==> src/rtl/fns_cac_encoder_seq.sv <==
// fns_cac_encoder_seq: sequential Fibonacci-numeral-system crosstalk-avoidance
// encoder. A binary word is converted MSB first, one codeword bit per clock,
// by greedy Zeckendorf subtraction of weights W[k] = Fib(k+2). The tsv bus only
// changes on entry to DONE, so TSVs never see a partial codeword.
//
// Ports:
//   clock, reset_n   rising-edge clock, synchronous active-low reset
//   in_valid/in_ready/in_data     input word handshake
//   out_valid/out_ready           output codeword handshake
//   tsv        codeword to the TSV pad ring (bit k weight W[k])
//   out_err    word exceeded FMAX = Fib(TSV_W+2)-1; valid with out_valid
//   busy       FSM not idle
//   ftf_err    sticky adjacent-ones self-check flag
//
// Optional feature: define FNS_FTF_CHECK_EN to build the adjacent-ones checker;
// otherwise ftf_err is tied low.
module fns_cac_encoder_seq #(
    parameter int unsigned TSV_W  = 8,
    parameter int unsigned DATA_W = 6
) (
    input  logic              clock,
    input  logic              reset_n,
    input  logic              in_valid,
    output logic              in_ready,
    input  logic [DATA_W-1:0] in_data,
    output logic              out_valid,
    input  logic              out_ready,
    output logic [TSV_W-1:0]  tsv,
    output logic              out_err,
    output logic              busy,
    output logic              ftf_err
);

    localparam int unsigned RW = (DATA_W > TSV_W) ? DATA_W : TSV_W;
    localparam int unsigned KW = $clog2(TSV_W);

    // Fib(1) = Fib(2) = 1
    function automatic int unsigned fib(input int unsigned n);
        int unsigned a;
        int unsigned b;
        int unsigned t;
        a = 1;
        b = 1;
        for (int unsigned i = 3; i <= n; i++) begin
            t = a + b;
            a = b;
            b = t;
        end
        return b;
    endfunction

    localparam logic [RW-1:0] FMAX = RW'(fib(TSV_W + 2) - 1);

    // Elaboration-time parameter range checks
    if (TSV_W < 3 || TSV_W > 24) begin : g_bad_tsv_w
        $error("fns_cac_encoder_seq: TSV_W=%0d outside 3..24", TSV_W);
    end
    if (DATA_W < 1 || DATA_W > TSV_W) begin : g_bad_data_w
        $error("fns_cac_encoder_seq: DATA_W=%0d outside 1..TSV_W", DATA_W);
    end

    // Constant weight table W[k] = Fib(k+2)
    logic [RW-1:0] weight [TSV_W];
    for (genvar g = 0; g < TSV_W; g++) begin : g_weight
        assign weight[g] = RW'(fib(g + 2));
    end

    typedef enum logic [1:0] {IDLE, CONV, DONE} state_e;

    state_e            state_q, state_d;
    logic [RW-1:0]     residual_q, residual_d;
    logic [TSV_W-1:0]  shadow_q, shadow_d;
    logic [KW-1:0]     k_q, k_d;
    logic [TSV_W-1:0]  tsv_q, tsv_d;
    logic              err_q, err_d;
    logic              in_ready_q, out_valid_q, busy_q;

    // State and datapath registers
    always_ff @(posedge clock) begin
        if (!reset_n) begin
            state_q     <= IDLE;
            residual_q  <= '0;
            shadow_q    <= '0;
            k_q         <= '0;
            tsv_q       <= '0;
            err_q       <= 1'b0;
            in_ready_q  <= 1'b1;
            out_valid_q <= 1'b0;
            busy_q      <= 1'b0;
        end else begin
            state_q     <= state_d;
            residual_q  <= residual_d;
            shadow_q    <= shadow_d;
            k_q         <= k_d;
            tsv_q       <= tsv_d;
            err_q       <= err_d;
            in_ready_q  <= (state_d == IDLE);
            out_valid_q <= (state_d == DONE);
            busy_q      <= (state_d != IDLE);
        end
    end

    // Next-state and datapath logic
    always_comb begin
        state_d    = state_q;
        residual_d = residual_q;
        shadow_d   = shadow_q;
        k_d        = k_q;
        tsv_d      = tsv_q;
        err_d      = err_q;
        unique case (state_q)
            IDLE: begin
                if (in_valid) begin
                    if (RW'(in_data) > FMAX) begin
                        tsv_d   = '0;
                        err_d   = 1'b1;
                        state_d = DONE;
                    end else begin
                        residual_d = RW'(in_data);
                        shadow_d   = '0;
                        k_d        = KW'(TSV_W - 1);
                        state_d    = CONV;
                    end
                end
            end
            CONV: begin
                if (residual_q >= weight[k_q]) begin
                    shadow_d[k_q] = 1'b1;
                    residual_d    = residual_q - weight[k_q];
                end else begin
                    shadow_d[k_q] = 1'b0;
                end
                if (k_q == '0) begin
                    // Publish the whole codeword at once, bit 0 included
                    tsv_d   = shadow_d;
                    err_d   = 1'b0;
                    state_d = DONE;
                end else begin
                    k_d = k_q - KW'(1);
                end
            end
            DONE: begin
                if (out_ready) begin
                    state_d = IDLE;
                end
            end
            default: state_d = IDLE;
        endcase
    end

    assign in_ready  = in_ready_q;
    assign out_valid = out_valid_q;
    assign busy      = busy_q;
    assign tsv       = tsv_q;
    assign out_err   = err_q;

`ifdef FNS_FTF_CHECK_EN
    logic ftf_q, ftf_d;
    logic ftf_hit_c;

    // A fresh in-range codeword must never hold two adjacent ones
    assign ftf_hit_c = (state_q == CONV) && (state_d == DONE) &&
                       (|(tsv_d & (tsv_d >> 1)));

    always_comb begin
        ftf_d = ftf_q;
        if (ftf_hit_c) begin
            ftf_d = 1'b1;
        end
    end

    always_ff @(posedge clock) begin
        if (!reset_n) begin
            ftf_q <= 1'b0;
        end else begin
            ftf_q <= ftf_d;
        end
    end

`ifndef SYNTHESIS
    always_ff @(posedge clock) begin
        if (reset_n && ftf_hit_c) begin
            $error("fns_cac_encoder_seq: adjacent ones in codeword %b", tsv_d);
        end
    end
`endif

    assign ftf_err = ftf_q;
`else
    assign ftf_err = 1'b0;
`endif

endmodule

==> config.mk <==
export PLATFORM = sky130hd
export DESIGN_NAME = fns_cac_encoder_seq
export DESIGN_NICKNAME = d
export VERILOG_FILES = /design/src/rtl/fns_cac_encoder_seq.sv
export SDC_FILE = /design/constraint.sdc
export NUM_CORES = 1
export LEC_CHECK = 0
export CAP_MARGIN = 25
export CORE_MARGIN = 1.5
export CORE_UTILIZATION = 43
export CTS_BUF_LIST = sky130_fd_sc_hd__clkbuf_2
export DETAILED_ROUTE_END_ITERATION = 10
export RECOVER_POWER = 100
export SLEW_MARGIN = 20
export SYNTH_ARGS = -nofsm -noshare
export SYNTH_HDL_FRONTEND = slang
export SYNTH_SLANG_ARGS = --single-unit
==> constraint.sdc <==
create_clock -name clock -period 3.4 [get_ports clock]
set_input_delay 0.68 -clock clock [delete_from_list [all_inputs] [get_ports clock]]
set_output_delay 0.68 -clock clock [all_outputs]
set_load 0.005 [all_outputs]
==> impl_metrics.yaml <==
run_status:
  status: "finished clean"
worst_setup_path:
  startpoint_type: "flop"
  r2r-start: "k_q[1]"
  crit_fanout: 9
  r2r_cells: 11
  worstPathArrival_ns: 3.42
  path_class: "reg2reg"
  rr_endpoint: "residual_q[7]"
  crit_path_start: "k_q[1]"
  r2r_slack_ns: 0.26
  critPathCaptureType: "flop"
  cp.required_ns: 3.68
yosys:
  synth_fp_nets: 262
  synth_top_cell_by_area: "dfxtp_1"
  synth_top_area_share: 0.342
  yosysSeqAreaShare: 0.342
  ys_seq_elements: 33
  synth_most_common_cell: "dfxtp_1"
  synth_area_leaders: "dfxtp_1 (34%), ha_1 (7.1%), o21ai_0 (5.7%)"
  synth-async-reset-ratio: 0
  synth_edf_count: 0
  synth_top_flop_cell: "dfxtp_1"
  synth_area_um2: 1930
  synthCells: 240
  synth_common_cells: "dfxtp_1 (33), nor2_1 (27), nand2_1 (23)"
  yosysUniqueCellTypes: 50
  ys_warn_count: 0
  syn_area_per_cell_um2: 8.06
drt:
  wl_um: 4670
  drtIter0Drc: 104
  num_vias: 1784
  wl_per_cell_um: 14.9
  ant_nets: 0
  viasPerCell: 5.70
  drc: 0
  dr.pass1.iters: 5
power:
  peakVddDrop_mv: 0.273
  p_leak_nw: 0.917
  power_density_nw_per_um2: 622
timing:
  layout_min_cycle_time_ns: 3.14
  slew_headroom: 0.0174
  skew_ns: 0.0109
  max_freq_ghz: 0.318
  worst_pin_slew_ns: 1.47
  rsz0062_at_grt: "false"
  setup_tns_ns: 0
  fin_crit_sh: 0.924
  setup_violations: 0
  final-hold-violation-count: 0
  finalMaxSlewViolations: 0
cells_and_area:
  fillers: 441
  area_growth_pct: 14.8
  final_nets: 282
  stdcell_area_um2: 2220
  diodes: 0
  layout-drive-gt1-share: 0.0690
floorplanning:
  core_um2: 4350
  fp.dieW_um: 70.1
  start_util: 0.444
  pin_count: 23
  die_h_um: 70.1
  die-area_um2: 4910
  num_rows: 24
global_routing:
  gr-total-overflow: 0
  grt_pass1_vias: 1682
  grt_max_degree: 26
  antenna_found_initial: 0
  grt_usage: 0.207
  grt_first_pass_wirelength_um: 8070
cts:
  cts_sinks: 33
  clk_pin_slew_ns: 0.17
  numCtsBuffers: 5
  cts.path.max_buffers: 2
  cts_tree: "built"
  cts-root-buf: "clkbuf_2"
  postCtsSetupRepairBufs: 0
  clk_latency_ns: 0.38
  htreeDepth: 2
place:
  place.port_buffers: 21
  dpl.hpwl_um: 3300
  placed_area_um2: 2180
  globalplace.congestion: 0.813
worst_hold_path:
  hold_depth: 1
  min_from: "tsv[5]"
  holdPathEnd: "tsv[5]"
  hold_path_class: "reg2reg"
job:
  maxCapViolations: 0
area by class of cell:
| type | instances | area [um2] | share of cell area |
|---|---|---|---|
| well taps | 52 | 65.1 | 0.0293 |
| clock buffers | 6 | 30.0 | 0.0135 |
| clock inverters | 2 | 33.8 | 0.0152 |
| flip-flops and latches | 33 | 662 | 0.298 |
| inverters | 10 | 37.5 | 0.0169 |
| repair buffers | 23 | 225 | 0.101 |
| multi-input cells | 187 | 1170 | 0.526 |
per-stage QoR:
| step | cells | utilization | hold slack [ns] | power, mW | setup WS [ns] |
|---|---|---|---|---|---|
| floorplan | 240 | - | 0.443 | 0.973 | 0.696 |
| global placement | 305 | 0.501 | 0.450 | 1.13 | 0.477 |
| detailed placement | 305 | 0.501 | 0.450 | 1.13 | 0.330 |
| CTS | 313 | 0.516 | 0.482 | 1.41 | 0.200 |
| global route | 313 | 0.510 | 0.495 | 1.49 | 0.0846 |
| finish | 313 | 0.510 | 0.475 | 1.38 | 0.259 |
power by group:
group | internal, mW | switching (mW) | leakage, nW
registers | 0.438 | 0.0487 | 0.270
clock network | 0.126 | 0.135 | 0.0406
logic | 0.264 | 0.370 | 0.606
flip-flops by register name (all words and copies together) (netlist names):
name,flops
tsv,8
in_ready,1
state_q,2
residual_q,8
out_err,1
k_q,3
shadow_q,8
out_valid,1
busy,1
how the worst max path moves through the flow:
stage | endpoint | slack (ns) | cells after the start
floorplan | residual_q[7] | 0.70 | 11
global route | residual_q[7] | 0.08 | 11
CTS | residual_q[7] | 0.20 | 11
global placement | residual_q[7] | 0.48 | 11
finish | residual_q[7] | 0.26 | 11
detailed placement | residual_q[7] | 0.33 | 11
cell usage in the layout (no fill, tap or decap), types with 2 or more instances in the layout:
cell / count
nand3_1: 13
nand2b_1: 5
dlygate4sd3_1: 14
buf_4: 2
a21oi_1: 14
nand2_1: 23
dfxtp_1: 32
o41ai_1: 4
ha_1: 11
and2_1: 2
clkbuf_2: 6
o211a_1: 3
o2bb2ai_1: 4
nor2b_1: 4
a31oi_1: 2
and2_0: 2
a211oi_1: 5
nor3_1: 7
and3_1: 6
clkdlybuf4s50_1: 7
mux2i_1: 4
o21ai_0: 22
nor2_1: 27
or2_2: 2
a22o_1: 4
inv_1: 10
repair_timing:
| action | CTS | global route |
|---|---|---|
| gates resized for setup | 0 | 1 |
| hold buffers | 0 | 0 |
| endpoints found under the setup margin | 0 | 1 |
critical path, cell delays in order, from the launching register on:
cell and delay (ns):
dfxtp_1 0.51, inv_1 0.17, ha_1 0.34, inv_1 0.08
mux2i_1 0.08, ha_1 0.24, fa_1 0.40, nor2b_1 0.28
o21ai_0 0.19, and4_1 0.25, nand2b_4 0.21, o41ai_1 0.31
cell families after synthesis:
| kind of cell | after synthesis | share of synthesized area |
|---|---|---|
| AND/OR/NAND/NOR | 103 | 0.274 |
| AO/OA/AOI/OAI | 66 | 0.232 |
| other | 1 | 0.00194 |
| flip-flops | 33 | 0.342 |
| buffers and inverters | 20 | 0.0420 |
| multiplexers | 5 | 0.0265 |
| adder cells (fa/ha/maj) | 12 | 0.0815 |
layer usage:
metal | wire, um | track usage
met1 | 2330 | 0.286
met2 | 2060 | 0.323
met3 | 228 | 0.0447
met4 | 51 | 0.0641
met5 | 0 | 0
Power figures use the tool's default switching activity.
